==> src/rtl/ysyx_25040101_regfile_sb_if.sv <==
// Register-file / scoreboard bundle: read ports, write ports, destination
// reservation handshake, flush and the flat debug image.
//   slave  : the register file (drives rs_data_o, rs_busy_o, alloc_ready_o, regs_data_o)
//   master : the pipeline side (drives addresses, writes, alloc and flush)
interface ysyx_25040101_regfile_sb_if #(
  parameter int unsigned XLEN = 32,
  parameter int unsigned NREG = 32,
  parameter int unsigned NRP  = 2,
  parameter int unsigned NWP  = 2
) ();
  localparam int unsigned AW = $clog2(NREG);

  logic [NRP*AW-1:0]    rs_addr_i;
  logic [NRP*XLEN-1:0]  rs_data_o;
  logic [NRP-1:0]       rs_busy_o;
  logic [NWP-1:0]       wr_en_i;
  logic [NWP*AW-1:0]    wr_addr_i;
  logic [NWP*XLEN-1:0]  wr_data_i;
  logic                 alloc_valid_i;
  logic [AW-1:0]        alloc_addr_i;
  logic                 alloc_ready_o;
  logic                 flush_i;
  logic [NREG*XLEN-1:0] regs_data_o;

  modport slave (
    input  rs_addr_i, wr_en_i, wr_addr_i, wr_data_i,
           alloc_valid_i, alloc_addr_i, flush_i,
    output rs_data_o, rs_busy_o, alloc_ready_o, regs_data_o
  );

  modport master (
    output rs_addr_i, wr_en_i, wr_addr_i, wr_data_i,
           alloc_valid_i, alloc_addr_i, flush_i,
    input  rs_data_o, rs_busy_o, alloc_ready_o, regs_data_o
  );
endinterface

==> src/rtl/ysyx_25040101_regfile_sb.sv <==
// Multi-port register file with a per-register pending-write scoreboard.
//   clk  : sole clock, state updates on rising edge
//   rst  : asynchronous active-high reset (registers and pending bits to 0)
//   bus  : slave side of ysyx_25040101_regfile_sb_if
//          reads are combinational with optional same-cycle write forwarding;
//          x0 reads 0, is never written and never marked pending.
module ysyx_25040101_regfile_sb #(
  parameter int unsigned XLEN   = 32,
  parameter int unsigned NREG   = 32,
  parameter int unsigned NRP    = 2,
  parameter int unsigned NWP    = 2,
  parameter int unsigned BYPASS = 1
) (
  input  logic                      clk,
  input  logic                      rst,
  ysyx_25040101_regfile_sb_if.slave bus
);
  localparam int unsigned AW = $clog2(NREG);

  logic [XLEN-1:0]     regs_q [NREG];
  logic [XLEN-1:0]     regs_d [NREG];
  logic [NREG-1:0]     pend_q;
  logic [NREG-1:0]     pend_d;

  logic [AW-1:0]       w_addr [NWP];
  logic [XLEN-1:0]     w_data [NWP];
  logic [NWP-1:0]      w_en;
  logic                alloc_wr_hit;
  logic                alloc_ok;

  logic [AW-1:0]       rd_addr [NRP];
  logic [NRP*XLEN-1:0] rd_data_flat;
  logic [NRP-1:0]      rd_busy;
  logic [NREG*XLEN-1:0] regs_flat;

  // Unpack write ports; writes to x0 are treated as not enabled.
  always_comb begin
    for (int unsigned p = 0; p < NWP; p++) begin
      w_addr[p] = bus.wr_addr_i[p*AW +: AW];
      w_data[p] = bus.wr_data_i[p*XLEN +: XLEN];
      w_en[p]   = bus.wr_en_i[p] && (w_addr[p] != '0);
    end
  end

  // Reservation accept: a same-cycle write to the target retires the old owner.
  always_comb begin
    alloc_wr_hit = 1'b0;
    for (int unsigned p = 0; p < NWP; p++) begin
      if (w_en[p] && (w_addr[p] == bus.alloc_addr_i)) alloc_wr_hit = 1'b1;
    end
    alloc_ok = bus.alloc_valid_i && !bus.flush_i &&
               ((bus.alloc_addr_i == '0) || !pend_q[bus.alloc_addr_i] || alloc_wr_hit);
  end

  // Next state: later write ports override earlier ones; alloc beats write-clear; flush beats all.
  always_comb begin
    regs_d = regs_q;
    pend_d = pend_q;
    for (int unsigned p = 0; p < NWP; p++) begin
      if (w_en[p]) begin
        regs_d[w_addr[p]] = w_data[p];
        pend_d[w_addr[p]] = 1'b0;
      end
    end
    if (alloc_ok && (bus.alloc_addr_i != '0)) pend_d[bus.alloc_addr_i] = 1'b1;
    if (bus.flush_i) pend_d = '0;
    regs_d[0] = '0;
    pend_d[0] = 1'b0;
  end

  always_ff @(posedge clk or posedge rst) begin
    if (rst) begin
      regs_q <= '{default: '0};
      pend_q <= '0;
    end else begin
      regs_q <= regs_d;
      pend_q <= pend_d;
    end
  end

  // Read ports; forwarding is suppressed during reset so outputs stay zero.
  always_comb begin
    rd_data_flat = '0;
    rd_busy      = '0;
    for (int unsigned k = 0; k < NRP; k++) begin
      rd_addr[k]                   = bus.rs_addr_i[k*AW +: AW];
      rd_data_flat[k*XLEN +: XLEN] = regs_q[rd_addr[k]];
      rd_busy[k]                   = pend_q[rd_addr[k]];
      if ((BYPASS != 0) && !rst) begin
        for (int unsigned p = 0; p < NWP; p++) begin
          if (w_en[p] && (w_addr[p] == rd_addr[k])) begin
            rd_data_flat[k*XLEN +: XLEN] = w_data[p];
            rd_busy[k]                   = 1'b0;
          end
        end
      end
      if (rd_addr[k] == '0) begin
        rd_data_flat[k*XLEN +: XLEN] = '0;
        rd_busy[k]                   = 1'b0;
      end
    end
  end

  // Flat debug image; slot 0 is held at zero by the next-state logic.
  always_comb begin
    regs_flat = '0;
    for (int unsigned i = 0; i < NREG; i++) begin
      regs_flat[i*XLEN +: XLEN] = regs_q[i];
    end
  end

  assign bus.rs_data_o     = rd_data_flat;
  assign bus.rs_busy_o     = rd_busy;
  assign bus.alloc_ready_o = alloc_ok;
  assign bus.regs_data_o   = regs_flat;

endmodule

==> src/flat_wrapper.sv <==
// flat-port wrapper written by rule: the top's interface ports become plain ports
module ysyx_25040101_regfile_sb_flat 
#(
  parameter int unsigned XLEN   = 32,
  parameter int unsigned NREG   = 32,
  parameter int unsigned NRP    = 2,
  parameter int unsigned NWP    = 2,
  parameter int unsigned BYPASS = 1
)
  (clk, rst, bus_rs_addr_i, bus_wr_en_i, bus_wr_addr_i, bus_wr_data_i, bus_alloc_valid_i, bus_alloc_addr_i, bus_flush_i, bus_rs_data_o, bus_rs_busy_o, bus_alloc_ready_o, bus_regs_data_o);
  ysyx_25040101_regfile_sb_if #(.XLEN(XLEN), .NREG(NREG), .NRP(NRP), .NWP(NWP)) bus_i ();
  input  logic clk;
  input  logic rst;
  input wire logic [$bits(bus_i.rs_addr_i)-1:0] bus_rs_addr_i;
  input wire logic [$bits(bus_i.wr_en_i)-1:0] bus_wr_en_i;
  input wire logic [$bits(bus_i.wr_addr_i)-1:0] bus_wr_addr_i;
  input wire logic [$bits(bus_i.wr_data_i)-1:0] bus_wr_data_i;
  input wire logic [$bits(bus_i.alloc_valid_i)-1:0] bus_alloc_valid_i;
  input wire logic [$bits(bus_i.alloc_addr_i)-1:0] bus_alloc_addr_i;
  input wire logic [$bits(bus_i.flush_i)-1:0] bus_flush_i;
  output wire logic [$bits(bus_i.rs_data_o)-1:0] bus_rs_data_o;
  output wire logic [$bits(bus_i.rs_busy_o)-1:0] bus_rs_busy_o;
  output wire logic [$bits(bus_i.alloc_ready_o)-1:0] bus_alloc_ready_o;
  output wire logic [$bits(bus_i.regs_data_o)-1:0] bus_regs_data_o;
  assign bus_i.rs_addr_i = bus_rs_addr_i;
  assign bus_i.wr_en_i = bus_wr_en_i;
  assign bus_i.wr_addr_i = bus_wr_addr_i;
  assign bus_i.wr_data_i = bus_wr_data_i;
  assign bus_i.alloc_valid_i = bus_alloc_valid_i;
  assign bus_i.alloc_addr_i = bus_alloc_addr_i;
  assign bus_i.flush_i = bus_flush_i;
  assign bus_rs_data_o = bus_i.rs_data_o;
  assign bus_rs_busy_o = bus_i.rs_busy_o;
  assign bus_alloc_ready_o = bus_i.alloc_ready_o;
  assign bus_regs_data_o = bus_i.regs_data_o;
  ysyx_25040101_regfile_sb #(.XLEN(XLEN), .NREG(NREG), .NRP(NRP), .NWP(NWP), .BYPASS(BYPASS)) u_core (.clk(clk), .rst(rst), .bus(bus_i));
endmodule
==> config.mk <==
export PLATFORM = sky130hd
export DESIGN_NAME = ysyx_25040101_regfile_sb_flat
export DESIGN_NICKNAME = d
export VERILOG_FILES = /design/src/rtl/ysyx_25040101_regfile_sb_if.sv /design/src/rtl/ysyx_25040101_regfile_sb.sv /design/src/flat_wrapper.sv
export SDC_FILE = /design/constraint.sdc
export NUM_CORES = 2
export LEC_CHECK = 0
export BUFFER_PORTS_ARGS = -buffer_cell sky130_fd_sc_hd__buf_2
export CAP_MARGIN = 20
export CORE_AREA = 4 4 455 457
export DETAILED_ROUTE_END_ITERATION = 8
export DIE_AREA = 0 0 459 461
export SLEW_MARGIN = 20
export SYNTH_ARGS = -nofsm -noshare
export SYNTH_HDL_FRONTEND = slang
export SYNTH_SLANG_ARGS = --single-unit
==> constraint.sdc <==
create_clock -name clk -period 38.7 [get_ports clk]
set_input_delay 7.74 -clock clk [delete_from_list [all_inputs] [get_ports clk]]
set_output_delay 7.74 -clock clk [all_outputs]
set_load 0.05 [all_outputs]
After elaboration in Yosys (flattened, before gate mapping)
Index checks and enable logic that the tools add are counted.
{"block": "word_totals", "reg_bits": 1023, "latch_bits": 0, "ramBits": 0, "rom_bits": 0, "wordCells": 135, "memories": 0}
{"block": "classes", "n_addsub": 0, "mul": 0, "div": 0, "n_lt_le_gt_ge": 14, "eq_ne": 6, "n_shift": 0, "n_mux": 48, "bitwise": 9, "n_reduce_logical": 26}
{"cell": "$bwmux W1024", "count": 2}
{"cell": "$mux W1024", "count": 1}
{"cell": "$mux W992", "count": 1}
{"cell": "$mux W32", "count": 18}
{"cell": "$bmux W32 S5", "count": 2}
{"cell": "$demux W32 S5", "count": 2}
{"cell": "$and A32 B32 Y32", "count": 2}
{"cell": "$not A32 Y32", "count": 2}
{"cell": "$or A32 B32 Y32", "count": 1}
{"cell": "$eq A5 B5 Y1", "count": 6}
{"cell": "$lt A5 B6 Y1 const B", "count": 5}
{"cell": "$ge A6 B6 Y1 const B", "count": 4}
{"cell": "$not A5 Y6", "count": 4}
{"cell": "$logic_and A1 B1 Y1", "count": 16}
{"cell": "$mux W1", "count": 16}
{"cell": "$bmux W1 S5", "count": 3}
{"cell": "$demux W1 S5", "count": 3}
{"cell": "$ge A5 B1 Y1 const B", "count": 3}
{"cell": "$logic_not A5 Y1", "count": 3}
{"cell": "$reduce_bool A5 Y1", "count": 3}
{"cell": "$lt A6 B1 Y1 const B", "count": 2}
{"cell": "$logic_not A1 Y1", "count": 2}
{"cell": "$logic_or A1 B1 Y1", "count": 2}

Longest topological paths before layout
{"block": "logic_depth", "depth_word": 12, "ltp_mapped": 10}

Worst setup path before layout
No wires, ideal clock.
{"block": "synth_timing", "path_kind": "input port to output port", "start": "input port bus_rs_addr_i[8]", "end": "output port bus_rs_data_o[33]", "arrival_ns": 10.807, "required_time_ns": 30.960, "slack_ns": 20.153, "stages": 8, "path_buffers": 4, "cell_sequence": "buf_2 > buf_2 > clkbuf_1 > buf_4 > mux2i_1 > o22ai_1 > a211oi_1 > a2111oi_1"}
{"block": "synth_via", "elab_chain_cells": 8}
{"element": "from (decl)", "line_no": "flat_wrapper.sv:14", "text": "input wire logic [$bits(bus_i.rs_addr_i)-1:0] bus_rs_addr_i;"}
{"element": "$not A5 Y6 (not written as such)", "line_no": "ysyx_25040101_regfile_sb.sv:87", "text": "rd_data_flat[k*XLEN +: XLEN] = regs_q[rd_addr[k]];"}
{"element": "$bmux W32 S5", "line_no": "ysyx_25040101_regfile_sb.sv:87"}
{"element": "$mux W32 (not written as such) (2 in a row)", "line_no": "ysyx_25040101_regfile_sb.sv:87"}
{"element": "$mux W32 (2 in a row)", "line_no": "ysyx_25040101_regfile_sb.sv:91", "text": "if (w_en[p] && (w_addr[p] == rd_addr[k])) begin"}
{"element": "$mux W32", "line_no": "ysyx_25040101_regfile_sb.sv:89", "text": "if ((BYPASS != 0) && !rst) begin"}
{"element": "$mux W32 *", "line_no": "ysyx_25040101_regfile_sb.sv:97", "text": "if (rd_addr[k] == '0) begin"}
{"element": "to (decl)", "line_no": "flat_wrapper.sv:21", "text": "output wire logic [$bits(bus_i.rs_data_o)-1:0] bus_rs_data_o;"}
Mark *: on every way between the ends. The rest lies on a longest branch, timed or not. The select of a mux whose other input is x is not followed.

Worst setup path after layout
{"block": "layout_timing", "start": "input port bus_rs_addr_i[0]", "end": "output port bus_rs_data_o[15]"}
Same word-level chain as after synthesis.

==> reports/results.txt <==
Syn. warnings - 0
Site row count - 166
CTS sink cnt - 1,023
Delay-heaviest family, CP - buffers and inverters
Die W - 459 um
Largest net degree at the start of global routing - 162
Total number of vias - 64,984
Met3 WL - 61,600 um
WP data arrival - 12,500 ps
Clock Pin Slew Worst Setup and Hold Paths - 60 ps
CTS resizes - 0
Synth area leaders - dfrtp_1, mux2i_1, mux4_2
MaxCap Viol Count - 0
CP max stage cell - buf_4
Post-synthesis cell type count - 63
First DRT Iteration DRCs - 10,676
DRC errors left - 0
Ys async rst share - 100%
Worst-Skew Late Latency - 820 ps
Vias in the first global route - 61,141
EDFF count, synth - 0
Peak VDD IR - 0.0000463 V
First-pass GRT wire length - 549,000 um
Net switching power figure - 0.00287 W
Seq pwr share - 31.2%
Crit path buf inv count - 5
DRT Pass-1 Iters - 9
Seq/Total Area, Yosys - 38.4%
Post-synth top area share - 38.4%
CP required - 30,960 ps
Critical Path Most Common Cell - buf_4
CTS tree - yes
Post-Synthesis Cells - 6,584
Die area - 212,000 um2
Area leader, netlist - dfrtp_1
Comb pwr share - 45.5%
Crit share post-route - 52.3%
Routed wire length - 412,000 um
Synth cell count leaders - mux2i_1, dfrtp_1, a21oi_1
RSZ-0062 raised after global routing - false
Top-count cell post-synth - mux2i_1
Initial antenna violation count - 42
Area delta synth->final - 18.4%
Net Sw Frac - 50.7%
Critical path's largest stage delay - 770 ps
Final TNS setup - 0 ps
Leak pwr - 35.7 nW
Total global routing overflow - 0
Fmax - 0.0494 GHz
Core ar. - 204,000 um2
Nets - 7,293
Worst min-delay path class - register to register
Layout Skew - 9.02 ps
# setup viols final - 0
Post-route ant nets - 0
DR vias/cell - 6.50
Relative slew margins - 16.9%
Total GRT Usage - 37.5%
H-tree levels - 4
Status - completed
Avg Cell Area, Syn - 10.1 um2
Share of layout cells above drive strength 1 - 28.8%
Clock network power share - 23.3%
Gpl congestion - 0.960
Max Fanout on Critical Path - 42
Yosys reg bits - 1,023
Critical path class - input port to primary output
Setup crit start kind - input port
CTS Hold Bufs - 0
Setup Buffers After CTS - 0
Buffers on Ports - 1,153
Final Max Tran Viols - 0
Pwr/cell area - 71.7 nW/um2
Worst-margin pin slew - 1250 ps
Post-Syn Area - 66,700 um2
Final HPWL DP - 282,000 um
Clock period minus worst slack - 20,240 ps
Clock Tree Buf Depth - 3
Wl on met1 - 142,000 um
Root Buffer - clkbuf_16
Die height - 461 um
P_int - 0.00279 W
Inserted Clock Buffers - 130
WL met2 - 173,000 um
Primary FF master, synth - dfrtp_1
Crit path capture type - primary output
Final Hold Viols - 0
Final Power - 0.00566 W
Worst path cell trace - buf_8 -> buf_4 -> buf_4 -> buf_4 -> mux4_2 -> a22oi_1 -> o41ai_1 -> a211oi_1 -> a211oi_1 -> buf_2
Max layer used - met5
I/O Pins - 1,186
Initial core utilization - 32.8%
Routed WL per cell - 41.2 um
worst reg2reg max path, stage by stage (launching register included):
cell,delay [ps]
dfrtp_1,420
mux4_2,480
o2bb2ai_1,140
o32ai_1,370
a311oi_2,150
buf_4,280
o22ai_1,240
power groups by stage:
stage          logic, W  clock network (W)  registers [W]
6_report        0.00258            0.00132        0.00177
5_1_grt         0.00265            0.00136        0.00178
4_1_cts         0.00255            0.00132        0.00173
3_5_place_dp    0.00254                  0        0.00175
3_3_place_gp    0.00252                  0        0.00173
2_1_floorplan  0.000796                  0        0.00257
layout make-up:
type | count | area [um2]
clock inverter | 40 | 634
sequential | 1023 | 25600
timing repair buffer | 1315 | 7220
inverter | 3 | 18.8
multi-input combinational | 4725 | 38300
fill | 19991 | 125000
clock buffer | 194 | 3890
antenna | 14 | 35.0
tap | 2688 | 3360
cells in the final DEF (no fill, tap or decap), types with 13 or more instances in the layout:
master,n
a2111oi_2,27
a211oi_1,159
a21oi_1,658
a22o_1,33
a22oi_1,94
and2_1,23
buf_2,1147
buf_4,150
clkbuf_1,27
clkbuf_16,132
clkbuf_8,36
clkinv_2,13
conb_1,32
dfrtp_1,1023
diode_2,14
mux2_1,46
mux2_2,21
mux2i_1,1098
mux4_2,437
nand2_1,547
nand2_4,29
nand3b_1,20
nor2_1,534
nor2_4,28
nor2b_1,68
nor3_1,75
o21ai_0,96
o21ai_1,468
o22ai_1,42
o41ai_1,31
or4bb_1,14
xnor2_1,14
xor2_1,16
kinds of logic after synthesis:
kind of cell	synth area share, %
buffers and inverters	5.46
flip-flops	38.4
AND/OR/NAND/NOR	9.25
other	0.00562
multiplexers	32.4
AO/OA/AOI/OAI	14.2
XOR/XNOR	0.394
final timing paths:
kind                                   start                           to  slack [ps]  cells after the start
setup / recovery            bus_rs_addr_i[0]            bus_rs_data_o[15]       18460                     10
max in group asynchronous                rst  u_core.bus.regs_data_o[654]       26730                      7
min in group asynchronous                rst             u_core.pend_q[1]        7170                      2
hold reg to reg             u_core.pend_q[1]             u_core.pend_q[1]         600                      2
hold / removal              u_core.pend_q[1]             u_core.pend_q[1]         600                      2
setup reg to reg           u_core.pend_q[18]            u_core.pend_q[27]       36540                      6
per-layer routing:
metal / track usage, % / vias up
li1: - / 25286
met5: 0 / -
met4: 26.1 / 14
met3: 16.9 / 1478
met1: 44.1 / 32211
met2: 54.6 / 5995
state kept, by name (all words and copies together) (netlist names):
register                cells
u_core.bus.regs_data_o    992
u_core.pend_q              31
per-stage QoR:
step	utilization [%]	hold slack [ps]	cell area (um2)	setup slack, ps	std cells
after floorplan	-	532	66800	2170	6615
after detailed placement	36.5	572	74300	18640	9750
after CTS	38.7	588	78800	18610	9984
after global placement	36.5	568	74200	18580	9746
final	38.8	600	79000	18460	10002
after global routing	38.8	600	79000	18230	9994
(Power assumes the default switching activity.)
